## config.mk

```make
export PLATFORM = sky130hd
export DESIGN_NAME = lms_coef_update
export DESIGN_NICKNAME = d
export VERILOG_FILES = /design/src/rtl/lms_coef_update.sv
export SDC_FILE = /design/constraint.sdc
export NUM_CORES = 2
export LEC_CHECK = 0
export CORE_ASPECT_RATIO = 1.2
export CORE_MARGIN = 1
export CORE_UTILIZATION = 55
export CTS_CLUSTER_DIAMETER = 50
export CTS_CLUSTER_SIZE = 10
export DETAILED_ROUTE_END_ITERATION = 10
export PLACE_DENSITY_LB_ADDON = 0.05
export SETUP_SLACK_MARGIN = 0.1
export SYNTH_ARGS = -nofsm -noshare
export SYNTH_HDL_FRONTEND = slang
export SYNTH_SLANG_ARGS = --single-unit
export TNS_END_PERCENT = 10
```

## constraint.sdc

```tcl
create_clock -name clk -period 18.98 [get_ports clk]
set_clock_uncertainty 0.2 [all_clocks]
set_input_delay 1.898 -clock clk [delete_from_list [all_inputs] [get_ports clk]]
set_output_delay 1.898 -clock clk [all_outputs]
set_load 0.005 [all_outputs]
```

## src/rtl/lms_coef_update.sv

```systemverilog
// LMS coefficient updater: holds a sample history, snapshots it together with
// the error on each accepted request, then walks the taps one per cycle.
module lms_coef_update #(
    parameter int NTAPS    = 15,
    parameter int MU_SHIFT = 8,
    parameter int CENTER   = 7
) (
    input  logic              clk,
    input  logic              rst,
    input  logic [15:0]       xn,
    input  logic              sample_valid,
    input  logic [15:0]       err,
    input  logic              err_valid,
    input  logic              freeze,
    input  logic              load_en,
    input  logic [3:0]        load_idx,
    input  logic [15:0]       load_data,
    output logic [15:0][15:0] coef,
    output logic              busy,
    output logic              upd_done,
    output logic              err_drop,
    output logic [7:0]        drop_cnt
);

    typedef enum logic [1:0] {S_IDLE, S_UPDATE, S_DONE} state_t;

    localparam logic [3:0] LAST_IDX = 4'(NTAPS - 1);
    localparam logic [4:0] NTAPS_W  = 5'(NTAPS);

    state_t             state;
    state_t             state_next;
    logic [3:0]         idx;
    logic [15:0]        hist      [NTAPS];
    logic [15:0]        hist_snap [NTAPS];
    logic [15:0]        err_snap;
    logic [15:0]        coef_r    [NTAPS];
    logic               accept;
    logic               load_ok;
    logic signed [31:0] prod;
    logic signed [16:0] delta;
    logic signed [16:0] sum;
    logic [15:0]        upd_val;

    // Next-state, acceptance and drop decisions.
    always_comb begin
        state_next = state;
        accept     = 1'b0;
        err_drop   = busy & err_valid & ~freeze;
        load_ok    = load_en && (state == S_IDLE) && ({1'b0, load_idx} < NTAPS_W);
        case (state)
            S_IDLE: begin
                if (err_valid && !freeze) begin
                    state_next = S_UPDATE;
                    accept     = 1'b1;
                end else begin
                    state_next = S_IDLE;
                end
            end
            S_UPDATE: begin
                if (idx == LAST_IDX) begin
                    state_next = S_DONE;
                end else begin
                    state_next = S_UPDATE;
                end
            end
            S_DONE:  state_next = S_IDLE;
            default: state_next = S_IDLE;
        endcase
    end

    // State register; busy/upd_done are registered decodes of the next state.
    always_ff @(posedge clk) begin
        if (rst) begin
            state    <= S_IDLE;
            busy     <= 1'b0;
            upd_done <= 1'b0;
            idx      <= 4'd0;
        end else begin
            state    <= state_next;
            busy     <= (state_next != S_IDLE);
            upd_done <= (state_next == S_DONE);
            if (state == S_UPDATE) begin
                idx <= idx + 4'd1;
            end else begin
                idx <= 4'd0;
            end
        end
    end

    // Sample history keeps shifting independent of the update in flight.
    always_ff @(posedge clk) begin
        if (rst) begin
            for (int i = 0; i < NTAPS; i++) hist[i] <= 16'h0000;
        end else if (sample_valid) begin
            hist[0] <= xn;
            for (int i = 1; i < NTAPS; i++) hist[i] <= hist[i-1];
        end
    end

    // Snapshot of error and history taken at acceptance.
    always_ff @(posedge clk) begin
        if (rst) begin
            err_snap <= 16'h0000;
            for (int i = 0; i < NTAPS; i++) hist_snap[i] <= 16'h0000;
        end else if (accept) begin
            err_snap <= err;
            for (int i = 0; i < NTAPS; i++) hist_snap[i] <= hist[i];
        end
    end

    // Per-tap update value: floor-shifted product added with 16-bit saturation.
    always_comb begin
        prod  = 32'($signed(err_snap)) * 32'($signed(hist_snap[idx]));
        delta = 17'(prod >>> (15 + MU_SHIFT));
        sum   = $signed({coef_r[idx][15], coef_r[idx]}) + delta;
        if (sum[16] != sum[15]) begin
            upd_val = sum[16] ? 16'h8000 : 16'h7FFF;
        end else begin
            upd_val = sum[15:0];
        end
    end

    // Coefficient storage: loads only in IDLE (before any update reads them).
    always_ff @(posedge clk) begin
        if (rst) begin
            for (int i = 0; i < NTAPS; i++) begin
                coef_r[i] <= (i == CENTER) ? 16'h7FFF : 16'h0000;
            end
        end else if (load_ok) begin
            coef_r[load_idx] <= load_data;
        end else if (state == S_UPDATE) begin
            coef_r[idx] <= upd_val;
        end
    end

    // Saturating counter of rejected requests.
    always_ff @(posedge clk) begin
        if (rst) begin
            drop_cnt <= 8'd0;
        end else if (err_drop && (drop_cnt != 8'hFF)) begin
            drop_cnt <= drop_cnt + 8'd1;
        end
    end

    // Unused top entries of the coefficient bus are tied to zero.
    always_comb begin
        coef = '0;
        for (int i = 0; i < NTAPS; i++) coef[i] = coef_r[i];
    end

endmodule

```

==> results by stage <==
Global route:
- The via count of the first global-routing pass was 27.1k.
- The maximum number of pins on one net before global-route repair is 130.
- The total global-route track usage is 29.1%.
- The total overflow left after global routing is 0.
- The global-route wire length before repair is 169 mm.
- The initial antenna violation count is 4.

Cells and area:
- The share of layout cells above drive strength 1 is 9.86%.
- The library cell used most frequently in the layout, excluding fill and tap cells, is sky130_fd_sc_hd__edfxtp_1.
- The final cell count without fillers is 4,525.
- The repair_antennas step left the layout with diodes totalling 0.
- The net total in the final layout is 3,894.
- In the layout the commonest cells are 736 x sky130_fd_sc_hd__edfxtp_1, 465 x sky130_fd_sc_hd__and2_1, 307 x sky130_fd_sc_hd__clkdlybuf4s50_1.
- The layout overhead on the synthesized area is 15.1%.

CTS:
- The hold buffer count at CTS is 0.
- TritonCTS built the clock tree.
- The post-CTS repair timing setup buffer count is 0.
- The cell sitting at the root of the clock tree is a sky130_fd_sc_hd__clkbuf_16.
- The number of gates resized after cts is 0.
- The total CTS buffers is 90.
- At the later pin of the worst-skew pair, clock insertion delay measures 0.64 ns.
- The H-tree generated during clock tree synthesis spans 3 levels.
- For this design, the sink count on the clock tree is 768.
- The longest clock path from root to sink contains 3 buffers.
- The clock edge transition at the registers on the reported setup and hold paths is 0.06 ns.

Detailed routing:
- The number of vias in the routed layout is 26.0k.
- The total wire length is 112 mm.
- The detailed-route vias per instance is 5.76.
- After detailed routing, the average wire length per cell comes to 24.7 µm.
- The detailed router finished its first iteration with 1,939 violations.
- The count of nets left with antenna violations once routing finished came out at 0.
- In the routed design, unresolved DRC markers number 0.
- The number of iterations in the first detailed-routing pass is 5.

Floorplan:
- The initial standard-cell utilization of the core is 55.5%.
- The full die area is 0.0781 mm².
- The I/O pin total is 325.
- The total core area is 0.0762 mm².
- The floorplan has 111 rows.
- In this run the horizontal extent of the chip is 255 µm.
- The die boundary height is 306 µm.

Worst setup path:
- The dominant cell type by count on the critical path is sky130_fd_sc_hd__fa_1.
- For the worst setup path, the data required time is 19.10 ns.
- The delay of the slowest cell on the worst path is 0.88 ns.
- The element type at the critical path end is a register.
- Along the worst path, the maximum fanout reaches 44.
- The setup path with the least slack is of type reg -> reg.
- The slowest stage of the critical path belongs to the cell sky130_fd_sc_hd__fa_1.
- The data arrival time at the worst-slack endpoint is 13.35 ns.
- The type of element launching the critical path is a register.

Worst hold path:
- The worst hold-check path type is reg -> reg.

Placed design:
- During placement, the flow inserted port buffers numbering 308.
- The final RePlAce weighted congestion is 0.920.
- The HPWL after detailed placement is 78.5 mm.
- Once placement completed, the tool counted placed cells totaling 4,404.

STA:
- The maximum frequency from static timing analysis is 75.6 MHz.
- The final total negative setup slack is 0 ns.
- Counting I/O delays and the setup requirement, the final critical path takes 13.23 ns.
- The number of setup violations in the final report is 0.
- For the pin with the worst max-slew slack, the measured transition is 1.34 ns.
- The max-slew headroom at the worst pin is 10.5%.
- Setup repair after global routing left no endpoint under its margin.
- The count of endpoints failing hold in the final timing report is 0.
- The final critical path takes up 69.7% of the cycle.
- The number of pins with negative max-slew slack in the final report is 0.

Logic synthesis:
- For this run, asynchronously set or reset flops after synthesis account for 0%.
- The cell count after synthesis is 3,210.
- Of the synthesized area, sequential elements account for 53.7%.
- The synthesized design contains 768 register bits.
- The average cell area after synthesis is 13.2 µm².
- The number of different library cells used by synthesis comes to 70.
- The mapped netlist covers 0.0424 mm².
- In the post-synthesis netlist, the biggest area contributors are sky130_fd_sc_hd__edfxtp_1 52%, sky130_fd_sc_hd__fa_1 12%, sky130_fd_sc_hd__and2_1 6.9%.
- Of the post-synthesis cell area, the dominant cell type holds 52.2%.
- The number of enable flip-flop cells after synthesis is 736.
- The Yosys step of the flow raised 0 warnings.
- The cell type with the largest total area after synthesis is sky130_fd_sc_hd__edfxtp_1.
- In the synthesized netlist the dominant register cell turns out to be sky130_fd_sc_hd__edfxtp_1.

Run status:
- The flow ran to the end, and the final reports show no timing, DRC or antenna violations.

Pwr:
- Summed over all cells, the static leakage comes to 19.4 nW.
- Power spread over the standard cell area amounts to 92.0 mW/mm².
- VDD sags by at most 0.0869 mV.

Flow run:
- Max-cap violations in this run came to 0.
==> synth_stat cells (8+ instances only) <==
library cell               number
sky130_fd_sc_hd__o21a_1        12
sky130_fd_sc_hd__inv_2         13
sky130_fd_sc_hd__nand2b_1      28
sky130_fd_sc_hd__xnor2_1       25
sky130_fd_sc_hd__o21ai_1        9
sky130_fd_sc_hd__ha_1          95
sky130_fd_sc_hd__clkbuf_1     125
sky130_fd_sc_hd__inv_1        307
sky130_fd_sc_hd__o21ai_0       37
sky130_fd_sc_hd__nand3_1       16
sky130_fd_sc_hd__buf_2         18
sky130_fd_sc_hd__nor2b_1      108
sky130_fd_sc_hd__a21o_1         8
sky130_fd_sc_hd__edfxtp_1     736
sky130_fd_sc_hd__buf_1         18
sky130_fd_sc_hd__nor2_2        17
sky130_fd_sc_hd__fa_1         262
sky130_fd_sc_hd__mux4_2       127
sky130_fd_sc_hd__nand4_1        9
sky130_fd_sc_hd__mux2i_1       26
sky130_fd_sc_hd__buf_4         18
sky130_fd_sc_hd__dfxtp_1       32
sky130_fd_sc_hd__nand2_1      223
sky130_fd_sc_hd__a21oi_1       59
sky130_fd_sc_hd__and2_1       465
sky130_fd_sc_hd__nor2_1       241
sky130_fd_sc_hd__o211ai_1      18
sky130_fd_sc_hd__nor3_1        30
sky130_fd_sc_hd__and3_1        16
==> final cells by class <==
cell class                 instances  area [µm²]
clock buffer                     111        2370
multi-input combinational       1952       17700
fill                            5799       27500
inverter                         320        1200
tap                             1017        1270
clock inverter                    10         108
sequential                       768       22800
timing repair buffer             347        3370
==> critical path: cells and delay by family (launching register included) <==
| family | cells | cell delay (ns) |
|---|---|---|
| xor+xnor | 1 | 0.13 |
| fa+ha+maj | 8 | 3.98 |
| compound gates | 15 | 4.08 |
| flops | 1 | 0.75 |
| buf+inv | 4 | 1.03 |
| simple gates | 10 | 2.69 |
==> metrics by stage <==
| stage | cell area (µm²) | hold WS (ns) | total power [W] | utilization, % | setup slack, ns |
|---|---|---|---|---|---|
| detailed placement | 46300 | 0.306 | 0.00300 | 60.7 | 5.74 |
| finish | 48800 | 0.316 | 0.00449 | 64.0 | 5.75 |
| global route | 48800 | 0.349 | 0.00466 | 64.0 | 4.59 |
| global placement | 46300 | 0.291 | 0.00299 | 60.7 | 5.96 |
| CTS | 48800 | 0.318 | 0.00451 | 64.0 | 5.72 |
| floorplan | 42400 | 0.280 | 0.00270 | - | 7.45 |
==> per-layer routing <==
layer / track usage (%) / wire length (µm)
met1: 36.4 / 42400
met2: 50.5 / 56900
met3: 4.80 / 7610
met4: 11.7 / 4580
met5: 0 / 46
==> power by group <==
part	leakage (nW)	total [W]	internal (W)	switching (W)
clock network	1.20	0.00151	0.000871	0.000641
registers	8.03	0.00202	0.00197	0.0000522
logic	10.2	0.000956	0.000366	0.000590
==> sequential cells by signal, summed over array words and instances, names as in the netlist <==
| signal | flops |
|---|---|
| drop_cnt | 8 |
| err_snap | 16 |
| hist | 240 |
| upd_done | 1 |
| idx | 4 |
| state | 2 |
| busy | 1 |
| hist_snap | 240 |
| coef_r | 256 |
==> cell families (layout without fill, tap and decap cells) <==
group | Yosys count | after routing | synth area share (%)
flip-flops | 768 | 768 | 53.7
multiplexers | 154 | 154 | 7.39
other | 1 | 16 | 0.00885
AND/OR/NAND/NOR | 1179 | 1179 | 14.6
buffers and inverters | 505 | 788 | 4.79
XOR/XNOR | 33 | 33 | 0.715
AO/OA/AOI/OAI | 213 | 213 | 3.61
adder cells (fa/ha/maj) | 357 | 357 | 15.2
==> path summary, 6_finish.rpt <==
check                    from            end  slack [ns]  cells past startpoint
hold / removal    drop_cnt[7]    drop_cnt[7]        0.32                      2
hold reg to reg   drop_cnt[7]    drop_cnt[7]        0.32                      2
setup / recovery       idx[0]  coef_r[7][13]        5.75                     38
setup reg to reg       idx[0]  coef_r[7][13]        5.75                     38
Power figures use the tool's default switching activity.
